--- src/rtl/output_conditioner_pkg.sv ---
// Shared definitions for output-side conditioning blocks.
// State encodings and request decode reused by future pad drivers.
package output_conditioner_pkg;

    localparam logic STATE_IDLE  = 1'b0;
    localparam logic STATE_DWELL = 1'b1;

    typedef enum logic {
        IDLE  = STATE_IDLE,
        DWELL = STATE_DWELL
    } state_t;

    typedef struct packed {
        logic valid;
        logic level;
    } request_t;

    // Both or neither edge asserted collapses to "no request".
    function automatic request_t decode_request(
        input logic positiveedge,
        input logic negativeedge
    );
        request_t r;
        r.valid = positiveedge ^ negativeedge;
        r.level = positiveedge;
        return r;
    endfunction

endpackage

--- src/rtl/output_conditioner_dwell_timer.sv ---
// Dwell counter: clear to 0, load to 1, or count up.
// done flags the final cycle of a dwell (count == holdtime).
module dwell_timer #(
    parameter int counterwidth = 3,
    parameter int holdtime     = 3
) (
    input  logic clk,
    input  logic reset,
    input  logic clear,
    input  logic load,
    input  logic enable,
    output logic done
);

    logic [counterwidth-1:0] count;

    // Counter is re-seeded at every dwell boundary, so it never wraps.
    always_ff @(posedge clk or posedge reset) begin
        if (reset) begin
            count <= '0;
        end else if (clear) begin
            count <= '0;
        end else if (load) begin
            count <= counterwidth'(1);
        end else if (enable) begin
            count <= count + counterwidth'(1);
        end
    end

    assign done = (count == counterwidth'(holdtime));

endmodule

--- src/rtl/output_conditioner.sv ---
// Edge-request to pad-level conditioner with minimum dwell time.
// Holds one pending request; the latest request wins.
module output_conditioner
    import output_conditioner_pkg::*;
#(
    parameter int counterwidth = 3,
    parameter int holdtime     = 3
) (
    input  logic clk,
    input  logic reset,
    input  logic positiveedge,
    input  logic negativeedge,
    output logic outsignal,
    output logic busy,
    output logic overrun
);

    state_t   state;
    state_t   state_next;
    request_t req;
    logic     out_next;
    logic     pend_valid;
    logic     pend_valid_next;
    logic     pend_level;
    logic     pend_level_next;
    logic     overrun_next;
    logic     eff_valid;
    logic     eff_level;
    logic     timer_clear;
    logic     timer_load;
    logic     timer_enable;
    logic     timer_done;

    assign req = decode_request(positiveedge, negativeedge);

    dwell_timer #(
        .counterwidth(counterwidth),
        .holdtime    (holdtime)
    ) u_timer (
        .clk   (clk),
        .reset (reset),
        .clear (timer_clear),
        .load  (timer_load),
        .enable(timer_enable),
        .done  (timer_done)
    );

    // Register FSM state, pad level, pending slot and overrun pulse.
    always_ff @(posedge clk or posedge reset) begin
        if (reset) begin
            state      <= IDLE;
            outsignal  <= 1'b0;
            pend_valid <= 1'b0;
            pend_level <= 1'b0;
            overrun    <= 1'b0;
        end else begin
            state      <= state_next;
            outsignal  <= out_next;
            pend_valid <= pend_valid_next;
            pend_level <= pend_level_next;
            overrun    <= overrun_next;
        end
    end

    // Next-state, pending-slot and timer control decode.
    always_comb begin
        state_next      = state;
        out_next        = outsignal;
        pend_valid_next = pend_valid;
        pend_level_next = pend_level;
        overrun_next    = 1'b0;
        timer_clear     = 1'b0;
        timer_load      = 1'b0;
        timer_enable    = 1'b0;
        eff_valid       = req.valid | pend_valid;
        eff_level       = req.valid ? req.level : pend_level;
        unique case (state)
            IDLE: begin
                if (req.valid && (req.level != outsignal)) begin
                    out_next   = req.level;
                    state_next = DWELL;
                    timer_load = 1'b1;
                end
            end
            DWELL: begin
                if (req.valid && pend_valid && (req.level != pend_level)) begin
                    overrun_next = 1'b1;
                end
                if (!timer_done) begin
                    timer_enable = 1'b1;
                    if (req.valid) begin
                        pend_valid_next = 1'b1;
                        pend_level_next = req.level;
                    end
                end else begin
                    pend_valid_next = 1'b0;
                    pend_level_next = 1'b0;
                    if (eff_valid && (eff_level != outsignal)) begin
                        out_next   = eff_level;
                        timer_load = 1'b1;
                    end else begin
                        state_next  = IDLE;
                        timer_clear = 1'b1;
                    end
                end
            end
            default: begin
                state_next  = IDLE;
                timer_clear = 1'b1;
            end
        endcase
    end

    assign busy = (state == DWELL);

endmodule

--- config.mk ---
export PLATFORM = sky130hd
export DESIGN_NAME = output_conditioner
export DESIGN_NICKNAME = d
export VERILOG_FILES = /design/src/rtl/output_conditioner_pkg.sv /design/src/rtl/output_conditioner_dwell_timer.sv /design/src/rtl/output_conditioner.sv
export SDC_FILE = /design/constraint.sdc
export NUM_CORES = 1
export LEC_CHECK = 0
export ABC_AREA = 1
export BUFFER_PORTS_ARGS = -buffer_cell sky130_fd_sc_hd__buf_2
export CORE_AREA = 4 4 41 43
export DETAILED_ROUTE_END_ITERATION = 16
export DIE_AREA = 0 0 45 47
export MAX_ROUTING_LAYER = met4
export PLACE_DENSITY = 0.55
export SYNTH_ARGS = -nofsm -noshare
export SYNTH_HDL_FRONTEND = slang
export SYNTH_SLANG_ARGS = --single-unit
--- constraint.sdc ---
create_clock -name clk -period 3.45 [get_ports clk]
set_input_delay 0.5175 -clock clk [delete_from_list [all_inputs] [get_ports clk]]
set_output_delay 0.5175 -clock clk [all_outputs]
set_load 0.05 [all_outputs]
======== After elaboration in Yosys (flattened, before gate mapping) ========
Index checks and enable logic that the tools add are counted.
cells by class
  bitwise logic cells ..................... 3
  mux-type cells .......................... 24
  equal/unequal tests ..................... 7
  reductions and logical operators ........ 8
  add/subtract/negate cells ............... 1
operators by type and width
  cell                   number
  $mux W1                18
  $mux W3                3
  $pmux W1 S2            3
  $logic_and A1 B1 Y1    4
  $ne A2 B1 Y1 const B   2
  $add A3 B1 Y3 const B  1
  $eq A3 B2 Y1 const B   1
  $ne A1 B1 Y1           3
  $reduce_and A3 Y1      1
  $reduce_bool A3 Y1     1
  $ne A2 B2 Y1 const B   1
  $reduce_and A2 Y1      1
  $reduce_bool A2 Y1     1
  $not A1 Y1             1
  $or A1 B1 Y1           1
  $xor A1 B1 Y1          1
storage, ports and cells
  register bits ........................... 8
  word-level logic and storage cells ...... 49
  output and inout port bits .............. 3

======== Depth between registers and ports, before layout ========
Gate-level depths: netlist (run 1).
  depth in word-level cells ............... 9
  gate-level depth with buffers ........... 11
  mapped depth without buffers ............ 11

======== Cells and area by module ========
A second synthesis (run 1) with hierarchy kept.
second synthesis, totals
  cell total of the unflattened synthesis .. 62
  area, all modules ....................... 476.7 um^2
modules (own cells, without submodules)
  module              cells an instance  instances  area an instance (um^2)
  output_conditioner  41                 1          305.3
  dwell_timer         21                 1          171.4

======== Least setup slack after synthesis (run 1) ========
OpenSTA, ideal clock, no wires.
  path kind ............................... register to register
  start ................................... reg outsignal
  end ..................................... reg outsignal
  arrival time ............................ 1.332 ns
  setup slack ............................. 1.994 ns
  data required time ...................... 3.326 ns
  clock period less this slack ............ 1.456 ns
  setup time .............................. 0.124 ns
  stages on the path, launching flop included .. 8
  cell sequence ........................... dfrtp_1 inv_1 o211ai_2 nand2_2 inv_2 nand2_4 nand2_1 o21ai_1
on the way
  longest elaborated chain between the ends .. 4
  elaborated cells between the ends (all ways) .. 7
ends and longest elaborated chain
  what                                                                  RTL line                                            text
  start: declaration                                                    output_conditioner.sv:13                            output logic outsignal,
  start signal: assignment                                              output_conditioner.sv:58                            outsignal <= out_next;
  $ne A1 B1 Y1, on equally long branches                                output_conditioner.sv:79, output_conditioner.sv:98
  $logic_and A1 B1 Y1, on equally long branches                         output_conditioner.sv:79, output_conditioner.sv:98
  $ne A2 B2 Y1 (no source line) / $ne A2 B1 Y1 (equally long branches)  -
  $reduce_and A3 Y1 (no source line) *                                  -
Every way passes the cells marked *; elsewhere a longest branch is shown, timed or not.
A chain may end at the register's enable or synchronous reset.

======== Worst setup path in the final report (run 1) ========
  start ................................... reg state (netlist: busy)
  end ..................................... out busy
RTL lines
  what                      RTL line                  text
  start: declaration        output_conditioner.sv:18  state_t state;
  start signal: assignment  output_conditioner.sv:57  state <= state_next;
  end: declaration          output_conditioner.sv:14  output logic busy,
No word-level cell between the ends.

==> results of run 1 <==
registers in the layout, summed over array words and instances, names as in the netlist:
signal,count
pend_valid,1
busy,1
u_timer.count,3
pend_level,1
outsignal,1
overrun,1
power breakdown:
| part | switching (mW) | internal [mW] |
|---|---|---|
| clock | 0.0329 | 0.0399 |
| sequential | 0.0335 | 0.137 |
| combinational | 0.178 | 0.0989 |
cell usage after synthesis:
cell type	n	area share [%]
nand2_1	9	7.0
dfrtp_1	8	42
inv_1	7	5.5
inv_2	5	3.9
nand2_2	4	5.2
nand2_4	4	9.4
ha_1	2	5.2
nand3_1	2	2.1
nand3_2	2	4.2
o21ai_0	2	2.1
o21ai_1	2	2.1
a21oi_1	1	1.0
a21oi_2	1	1.8
nand3b_1	1	1.6
o211ai_1	1	1.6
o211ai_2	1	2.6
o22ai_1	1	1.3
or2_4	1	1.8
per-layer routing:
layer | GRT usage, % | vias up | wire [microns] | share of wire (%)
li1 | - | 190 | - | -
met1 | 12.1 | 146 | 394 | 49
met2 | 13.6 | 7 | 337 | 42
met3 | 3.45 | 5 | 39 | 4.8
met4 | 10.5 | 0 | 38 | 4.7
met5 | - | - | 0 | 0
cell families after synthesis:
family                     after synthesis  share of synthesized area (%)
buffers and inverters                   12                           9.38
adders and majority gates                2                           5.21
and+or+nand+nor                         23                           31.2
AOI/OAI and AO/OA                        9                           12.5
DFF                                      8                           41.7
cell type report:
class	instances	area, sq um	share of cell area [%]
Timing Repair Buffer	6	30.0	5.44
Sequential cell	8	200	36.3
Multi-Input combinational cell	34	235	42.6
Clock buffer	3	22.5	4.08
Tap cell	15	18.8	3.40
Inverter	12	45.0	8.16
through the flow:
stage                     instance area, sq um  hold slack (ps)  util, %
after floorplan                            480              333        -
after global placement                     529              477     40.7
after detailed placement                   529              482     40.7
after CTS                                  552              202     42.4
after global routing                       552              210     42.4
final                                      552              194     42.4
path summary, 6_finish.rpt:
check,start,to
max,busy,busy
min,reset,u_timer.count[1]
max reg2reg,u_timer.count[0],u_timer.count[0]
min reg2reg,pend_level,overrun
max in group asynchronous,reset,u_timer.count[2]
min in group clk,pend_level,overrun
==> impl_results.md, run 1 <==
- Drc violations: 0
- Clock Tree Buf Depth: 2
- Remaining Overflow, GRT: 0
- Commonest cells after routing, fill and taps aside: 9 x nand2_1, 8 x dfrtp_1, 7 x inv_1
- Crit start category: flip-flop
- Final nets: 71
- Total CTS buffers: 3
- Routed wire length per instance: roughly 10 microns
- # Max-Cap Violations: 0
- Initial Util: between 30% and 40%
- Worst Path Buf+Inv: 1
- Ys Warns: 0
- Post CTS Setup Buffer Count: 0
- Worst slew margin: between 70% and 80%
- Worst reg2reg setup slack: around 2000 ps
- Crit end category: primary output
- First-pass GRT wire length: roughly 1.4 mm
- Cts-stage hold buffer count: 0
- Synth Register Bits: 8
- Peak VDD IR: a little under 0.3 mV
- Tcrit/Tclk final: between 40 and 50%
- Worst path depth: 1
- Largest net degree at the start of global routing: 9
- Fin Setup TNS: 0 ps
- Post-synthesis cell count: 54
- Fraction of layout cells with a size suffix above 1: between 40% and 50%
- Post-CTS Resized: 0
- Core ar.: approximately 1300 sq um
- Initial antenna violation count: 0
- ANT cells: 0
- Post-Syn Area per Cell: a little under 9 sq um
- Critical Setup Path Class: flip-flop to primary output
- Final std cells w/o fill: 78
- Die footprint: between 2000 and 2500 sq um
- Worst Hold Class: input port to async pin
- Number of global-route vias before repair: ~350
- Final Skew: approximately 3.2 ps
- Post-route setup slack: 1900 ps
- DIE WIDTH: approximately 45 microns
- Slowest CP cell: dfrtp_1
- Worst R2R Path Depth: 9
- DR vias: ~350
- Port bufs: 6
- Final setup fails: 0
- Initial DRC count: 0
- Die Y-Extent: 47 microns
- Status: complete, no violations
- Netlist Area Pre-Place: around 480 sq um
- Io pins: 7
- Max incr delay on CP: between 400 and 500 ps
- Worst-skew pair later-pin latency: roughly 260 ps
- Tmin final: around 1500 ps
- P_leak: between 0.3 and 0.4 nW
- Most common library cell in the layout ignoring fill and taps: nand2_1
- Largest delay share family, worst path: flip-flops
- Fmax: around 650 MHz
- Area growth, synth to finish: 14.8%
- All-Layer GR Usage: 10.4%
- PD cells: approximately 940 nW/um^2
- Final Wtd Congestion: slightly below 0.7
- Slew Limit Fails: 0
- Placed Cells: 75
- Via/cell ratio: ~4.5
- Syn nets: 60
- First-pass DRT Iterations: 1
- Clk root buf: clkbuf_4
- Unrepaired setup endpoints after global routing: no
- Worst Tran Pin Value: 305 ps
- Register area share after synthesis: between 40% and 50%
- Cell Chain, Critical Path: buf_2
- H-tree lvl count: 1
- Crit Path Max Fanout: 8
- DRT antenna net count: 0
- Crit path required time: about 2900 ps
- CTS tree: yes
- DPL Wire Length: approximately 660 microns
- Pre-CTS WS: 1950 ps
- Yosys cell types: 18
- Critical Path AT: just over 1000 ps
- Final Hold Vio Count: 0
- CTS Sinks: 8
- Worst-path clk slew: approximately 60 ps
- Final WL: roughly 810 microns
- Num rows: 13
- Design Power: about 0.52 mW
- FILL cells: ~150
Note: power is estimated with default switching activity, not from simulation.
==> run 2: changes to the inputs <==
Settings changed: PLACE_DENSITY 0.55 to 0.57.
Clock period 3.45 ns to 1.3 ns, I/O delays scaled along.
==> run 2 against run 1 <==
Against the previous run: the run now ends with negative setup slack left; combinational power grew to 3.3 times the previous value; sequential share of layout area shrank 3.8 points; cell area grew 13%; die area is the same; clock skew grew 7.4 ps; utilization grew 5.5 points; critical path type is now flip-flop to flip-flop; critical endpoint is now u_timer.count[0].
==> impl_results.md, run 2 (same netlist as run 1, synthesis figures left out) <==
- Status: finished with violations
- Violated checks: negative setup slack
- Total CTS buffers: 3 (unchanged)
- Remaining Overflow, GRT: 0 (unchanged)
- Critical Path AT: 1530 ps (+500 ps)
- Critical Setup Path Class: flip-flop to flip-flop
- Tmin final: approximately 1400 ps
- Largest net degree at the start of global routing: 9 (unchanged)
- Via/cell ratio: 4.54 (+1.8%)
- FF+latch area: 203 sq um (+1.2%)
- Port bufs: 6 (unchanged)
- DPL Wire Length: 687 microns (+3.8%)
- First-pass DRT Iterations: 3 (+2)
- ANT cells: 0 (unchanged)
- Drc violations: 0 (unchanged)
- Fraction of layout cells with a size suffix above 1: 52.9% (+10 points)
- Post-route setup slack: -70.0 ps (-1970 ps)
- Crit start category: flip-flop
- First-pass GRT wire length: 1.53 mm (+8.8%)
- Die Y-Extent: 47 microns (unchanged)
- # Max-Cap Violations: 0 (unchanged)
- Core ar.: 1300 sq um (unchanged)
- Final Skew: 10.5 ps (+7.35 ps)
- Post-Layout Inst Area: 623 sq um (+13%)
- Routed wire length per instance: 10.5 microns (+1.4%)
- Io pins: 7 (unchanged)
- Design Power: 1.59 mW (+200%)
- Peak VDD IR: 0.914 mV (+210%)
- Initial DRC count: 5 (+5)
- Most flops, register: u_timer.count
- P_leak: 0.327 nW (+6.8%)
- Die footprint: 2120 sq um (unchanged)
- Slew Limit Fails: 0 (unchanged)
- FILL cells: 131 (-13%)
- Area growth, synth to finish: 29.7%
- Clk root buf: clkbuf_4
- DRT antenna net count: 0 (unchanged)
- Fmax: 730 MHz
- Crit end category: flip-flop
- Most common library cell in the layout ignoring fill and taps: nand2_1
- DR vias: 377 (+8.3%)
- Reg-to-reg critical path startpoint: u_timer.count[0]
- Worst-path clk slew: 60 ps (about the same)
- Final Hold Vio Count: 0 (unchanged)
- Crit path from: u_timer.count[0]
- Num rows: 13 (unchanged)
- Crit Path Max Fanout: 3 (-5)
- DP Area: 562 sq um (+6.1%)
- Final setup fails: 3 (+3)
- Tcrit/Tclk final: 105%
- Final Wtd Congestion: 0.693 (+1.6%)
- Worst-skew pair later-pin latency: 260 ps (about the same)
- Unrepaired setup endpoints after global routing: yes
- Commonest cells after routing, fill and taps aside: 9 x nand2_1, 7 x inv_1, 6 x buf_2, 6 x dfrtp_1, 5 x inv_2
- Cell Chain, Critical Path: ha_4 > ha_4 > or2_4 > nand2_2 > inv_2 > nand2_4 > nand2_2 > nand2_1 > nand2_1
- Max incr delay on CP: 410 ps (-50 ps)
- CTS tree: yes
- Area of the multi-input gates: 268 sq um (+14%)
- DIE WIDTH: 45 microns (unchanged)
- Number of global-route vias before repair: 368 (+6.4%)
- Hold Startpoint: negativeedge
- Clock Tree Buf Depth: 2 (unchanged)
- Crit path required time: 1460 ps (-1470 ps)
- PD cells: 2550 nW/um^2 (+170%)
- CTS Sinks: 8 (unchanged)
- Slowest CP cell: dfrtp_1
- Final WL: 873 microns (+7.9%)
- Worst Tran Pin Value: 326 ps (+21.0 ps)
- All-Layer GR Usage: 11.0% (+0.52 points)
- Worst Hold Class: input port to flip-flop
- Core Util, Final: 47.9% (+5.5 points)
- Largest register FFs: 3 (unchanged)
- Initial Util: 36.9% (unchanged)
- Worst slew margin: 78.2% (-1.4 points)
- Final nets: 75 (+5.6%)
- Initial antenna violation count: 0 (unchanged)
- H-tree lvl count: 1 (unchanged)
- Pre-CTS WS: -97.8 ps (-2050 ps)
[run 2: cell types whose count changed in the layout (fill, tap and decap cells not counted), sizes merged]
cell	delta
dlygate4sd3	+1
buf	+3
clkbuf	+1
[run 2: metal layers]
layer  wire length, microns  track usage, %
met4                     33            8.77
met1                    400            12.4
met5                      0               -
met3                     34            2.30
met2                    405            16.7
[run 2: report_power, final]
group | leakage (nW) | switching [mW] | internal (mW) | total (mW)
combinational | 0.217 | 0.548 | 0.373 | 0.920
clock | 0.0150 | 0.0946 | 0.118 | 0.213
sequential | 0.0946 | 0.0836 | 0.370 | 0.453
[run 2: worst paths after layout]
check | end | slack, ps | depth (start not counted)
worst min-delay path | overrun | 280 | 3
worst max register to register | u_timer.count[0] | -70 | 9
worst min register to register | overrun | 500 | 1
max in group asynchronous | outsignal | 620 | 3
min in group asynchronous | pend_level | 420 | 3
worst max-delay path | u_timer.count[0] | -70 | 9
[run 2: what timing repair did]
| action | 4_1_cts | 5_1_grt |
|---|---|---|
| resized for setup | 3 | 1 |
| hold buffers | 1 | 0 |
| pin swaps | 1 | 0 |
| setup buffers | 1 | 0 |
| setup endpoints to repair | 5 | 5 |
| gates cloned | 0 | 0 |
| hold endpoints to repair | 8 | 0 |
[run 2: critical path: cells and delay by family, from the launching register on]
kind / cells / cell delay (ps)
buffers and inverters: 1 / 40
and+or+nand+nor: 6 / 490
adders and majority gates: 2 / 330
DFF: 1 / 410
[run 2: metrics by stage]
| stage | cells | hold WS (ps) | TNS (ps) |
|---|---|---|---|
| floorplan | 54 | 10.5 | -34.9 |
| global placement | 77 | 156 | -140 |
| detailed placement | 77 | 161 | -262 |
| CTS | 83 | 281 | -141 |
| global route | 83 | 293 | -441 |
| finish | 83 | 280 | -135 |
[run 2: final cells by class]
class                           count  area share [%]
Tap cell                           15            3.01
Clock buffer                        4            4.22
Sequential cell                     8            32.5
Multi-Input combinational cell     34            43.0
Timing Repair Buffer               10            10.0
Inverter                           12            7.23
==> run 3: changes to the inputs <==
Settings changed: SETUP_SLACK_MARGIN set to 0.2.
==> run 3 against run 2 <==
Against the previous run: the run still ends with negative setup slack left; critical path depth is the same; combinational power grew 7.5%; register-to-register slack gained 20 ps; utilization grew 2.3 points; sequential share of layout area shrank 1.5 points; non-clock buffer count grew 1; clock skew shrank 0.92 ps; first-iteration DRC count shrank 60%; power grew 3.4%; final cell count grew 1.2%; critical path type unchanged; highest routed layer unchanged.
==> impl_results.md, run 3 (same netlist as run 1, synthesis figures left out) <==
- Status: finished with violations
- Violated checks: negative setup slack
- Worst Path Buf+Inv: 1 (unchanged)
- Via/cell ratio: 4.50 (-0.93%)
- Initial Util: 36.9% (unchanged)
- Final setup fails: 3 (unchanged)
- Worst slew margin: 79.8% (+1.6 points)
- Initial DRC count: 2 (-3)
- Critical Path AT: 1500 ps (-30 ps)
- P_leak: 0.342 nW (+4.8%)
- CTS tree: yes
- Crit end category: flip-flop
- Clock Tree Buf Depth: 2 (unchanged)
- Largest delay share family, worst path: simple AND/OR/NAND/NOR gates
- DP Area: 569 sq um (+1.3%)
- Slowest CP cell: dfrtp_1
- Design Power: 1.64 mW (+3.4%)
- Final Skew: 9.62 ps (-0.917 ps)
- FF+latch area: 203 sq um (unchanged)
- Commonest cells after routing, fill and taps aside: 9 x nand2_1, 6 x inv_1, 6 x inv_2, 6 x dfrtp_1
- Post-route setup slack: -50.3 ps (+19.7 ps)
- Num rows: 13 (unchanged)
- ANT cells: 0 (unchanged)
- Tmin final: 1350 ps (-19.7 ps)
- First-pass DRT Iterations: 3 (unchanged)
- DIE WIDTH: 45 microns (unchanged)
- Critical Setup Path Class: flip-flop to flip-flop
- Final WL: 801 microns (-8.2%)
- Clk root buf: clkbuf_4
- PD cells: 2510 nW/um^2 (-1.3%)
- Worst-skew pair later-pin latency: 260 ps (about the same)
- Largest net degree at the start of global routing: 9 (unchanged)
- Largest register FFs: 3 (unchanged)
- Tcrit/Tclk final: 104% (-1.5 points)
- Initial antenna violation count: 0 (unchanged)
- Post-Layout Inst Area: 653 sq um (+4.8%)
- Routed wire length per instance: 9.54 microns (-9.3%)
- Final Wtd Congestion: 0.732 (+5.7%)
- Final nets: 76 (+1.3%)
- Area of the multi-input gates: 258 sq um (-3.7%)
- DRT antenna net count: 0 (unchanged)
- Worst Hold Class: input port to flip-flop
- Die Y-Extent: 47 microns (unchanged)
- Total CTS buffers: 3 (unchanged)
- Most flops, register: u_timer.count
- DPL Wire Length: 657 microns (-4.4%)
- Port bufs: 6 (unchanged)
- # Max-Cap Violations: 0 (unchanged)
- Worst Tran Pin Value: 303 ps (-23.7 ps)
- Core Util, Final: 50.2% (+2.3 points)
- Cell Chain, Critical Path: ha_2 > ha_4 > or2_4 > nand2_2 > inv_2 > nand2_4 > nand2_2 > nand2_1 > nand2_1
- Max incr delay on CP: 390 ps (-20 ps)
- Number of global-route vias before repair: 360 (-2.2%)
- Slew Limit Fails: 0 (unchanged)
- All-Layer GR Usage: 9.88% (-1.1 points)
- Io pins: 7 (unchanged)
- H-tree lvl count: 1 (unchanged)
- Fraction of layout cells with a size suffix above 1: 55.1% (+2.1 points)
- Crit Path Max Fanout: 3 (unchanged)
- Worst-path clk slew: 60 ps (about the same)
- Core ar.: 1300 sq um (unchanged)
- First-pass GRT wire length: 1.43 mm (-6.7%)
- Area growth, synth to finish: 35.9%
- Most common library cell in the layout ignoring fill and taps: nand2_1
- Unrepaired setup endpoints after global routing: yes
- DR vias: 378 (+0.27%)
- Final Hold Vio Count: 0 (unchanged)
- Die footprint: 2120 sq um (unchanged)
- Peak VDD IR: 0.868 mV (-5.0%)
- Drc violations: 0 (unchanged)
- FILL cells: 129 (-1.5%)
- CTS Sinks: 8 (unchanged)
- Crit start category: flip-flop
- Crit path required time: 1450 ps (about the same)
- Fmax: 741 MHz (+1.5%)
- Remaining Overflow, GRT: 0 (unchanged)
[run 3: area by class of cell]
class	count	area share, %
inverter	12	6.90
clock buffer	4	4.02
tap	15	2.87
multi-input combinational	34	39.5
sequential	8	31.0
timing repair buffer	11	15.7
[run 3: worst min-delay path, stage by stage]
cell and delay [ps]:
buf_2 120, nand2_4 100, a21oi_1 70
[run 3: final timing paths]
kind / from / to / slack [ps] / cells after the start
setup / recovery: u_timer.count[0] / u_timer.count[0] / -50 / 9
hold / removal: negativeedge / overrun / 280 / 3
setup reg to reg: u_timer.count[0] / u_timer.count[0] / -50 / 9
hold reg to reg: u_timer.count[1] / u_timer.count[1] / 490 / 2
max in group asynchronous: reset / outsignal / 640 / 3
min in group asynchronous: reset / u_timer.count[1] / 420 / 3
[run 3: what timing repair did]
action / in CTS / in global routing
gates cloned: 0 / 0
gates resized for setup: 8 / 1
endpoints found under the hold margin: 8 / 0
pin swaps: 2 / 0
setup endpoints to repair: 7 / 9
hold buffers: 1 / 0
setup buffers: 1 / 0
[run 3: report_power, final]
part           switching (mW)  internal (mW)
Combinational           0.547          0.441
Sequential             0.0767          0.370
Clock                  0.0878          0.118
[run 3: through the flow]
| stage | hold WS, ps | TNS [ps] | setup WS, ps | instances |
|---|---|---|---|---|
| 2_1_floorplan | 10.5 | -34.9 | -34.9 | 54 |
| 3_3_place_gp | 157 | -55.0 | -50.2 | 78 |
| 3_5_place_dp | 159 | -80.0 | -49.6 | 78 |
| 4_1_cts | 273 | -106 | -53.5 | 84 |
| 5_1_grt | 292 | -345 | -127 | 84 |
| 6_report | 280 | -95.7 | -50.3 | 84 |
[run 3: per-layer routing]
layer / routed length, microns / vias to the layer above / global-route usage, % / share of wire, %
met5: 0 / - / - / 0
met4: 13 / 0 / 5.26 / 1.6
met3: 34 / 2 / 3.45 / 4.2
met2: 363 / 6 / 14.4 / 45
met1: 390 / 168 / 11.9 / 49
li1: - / 202 / - / -
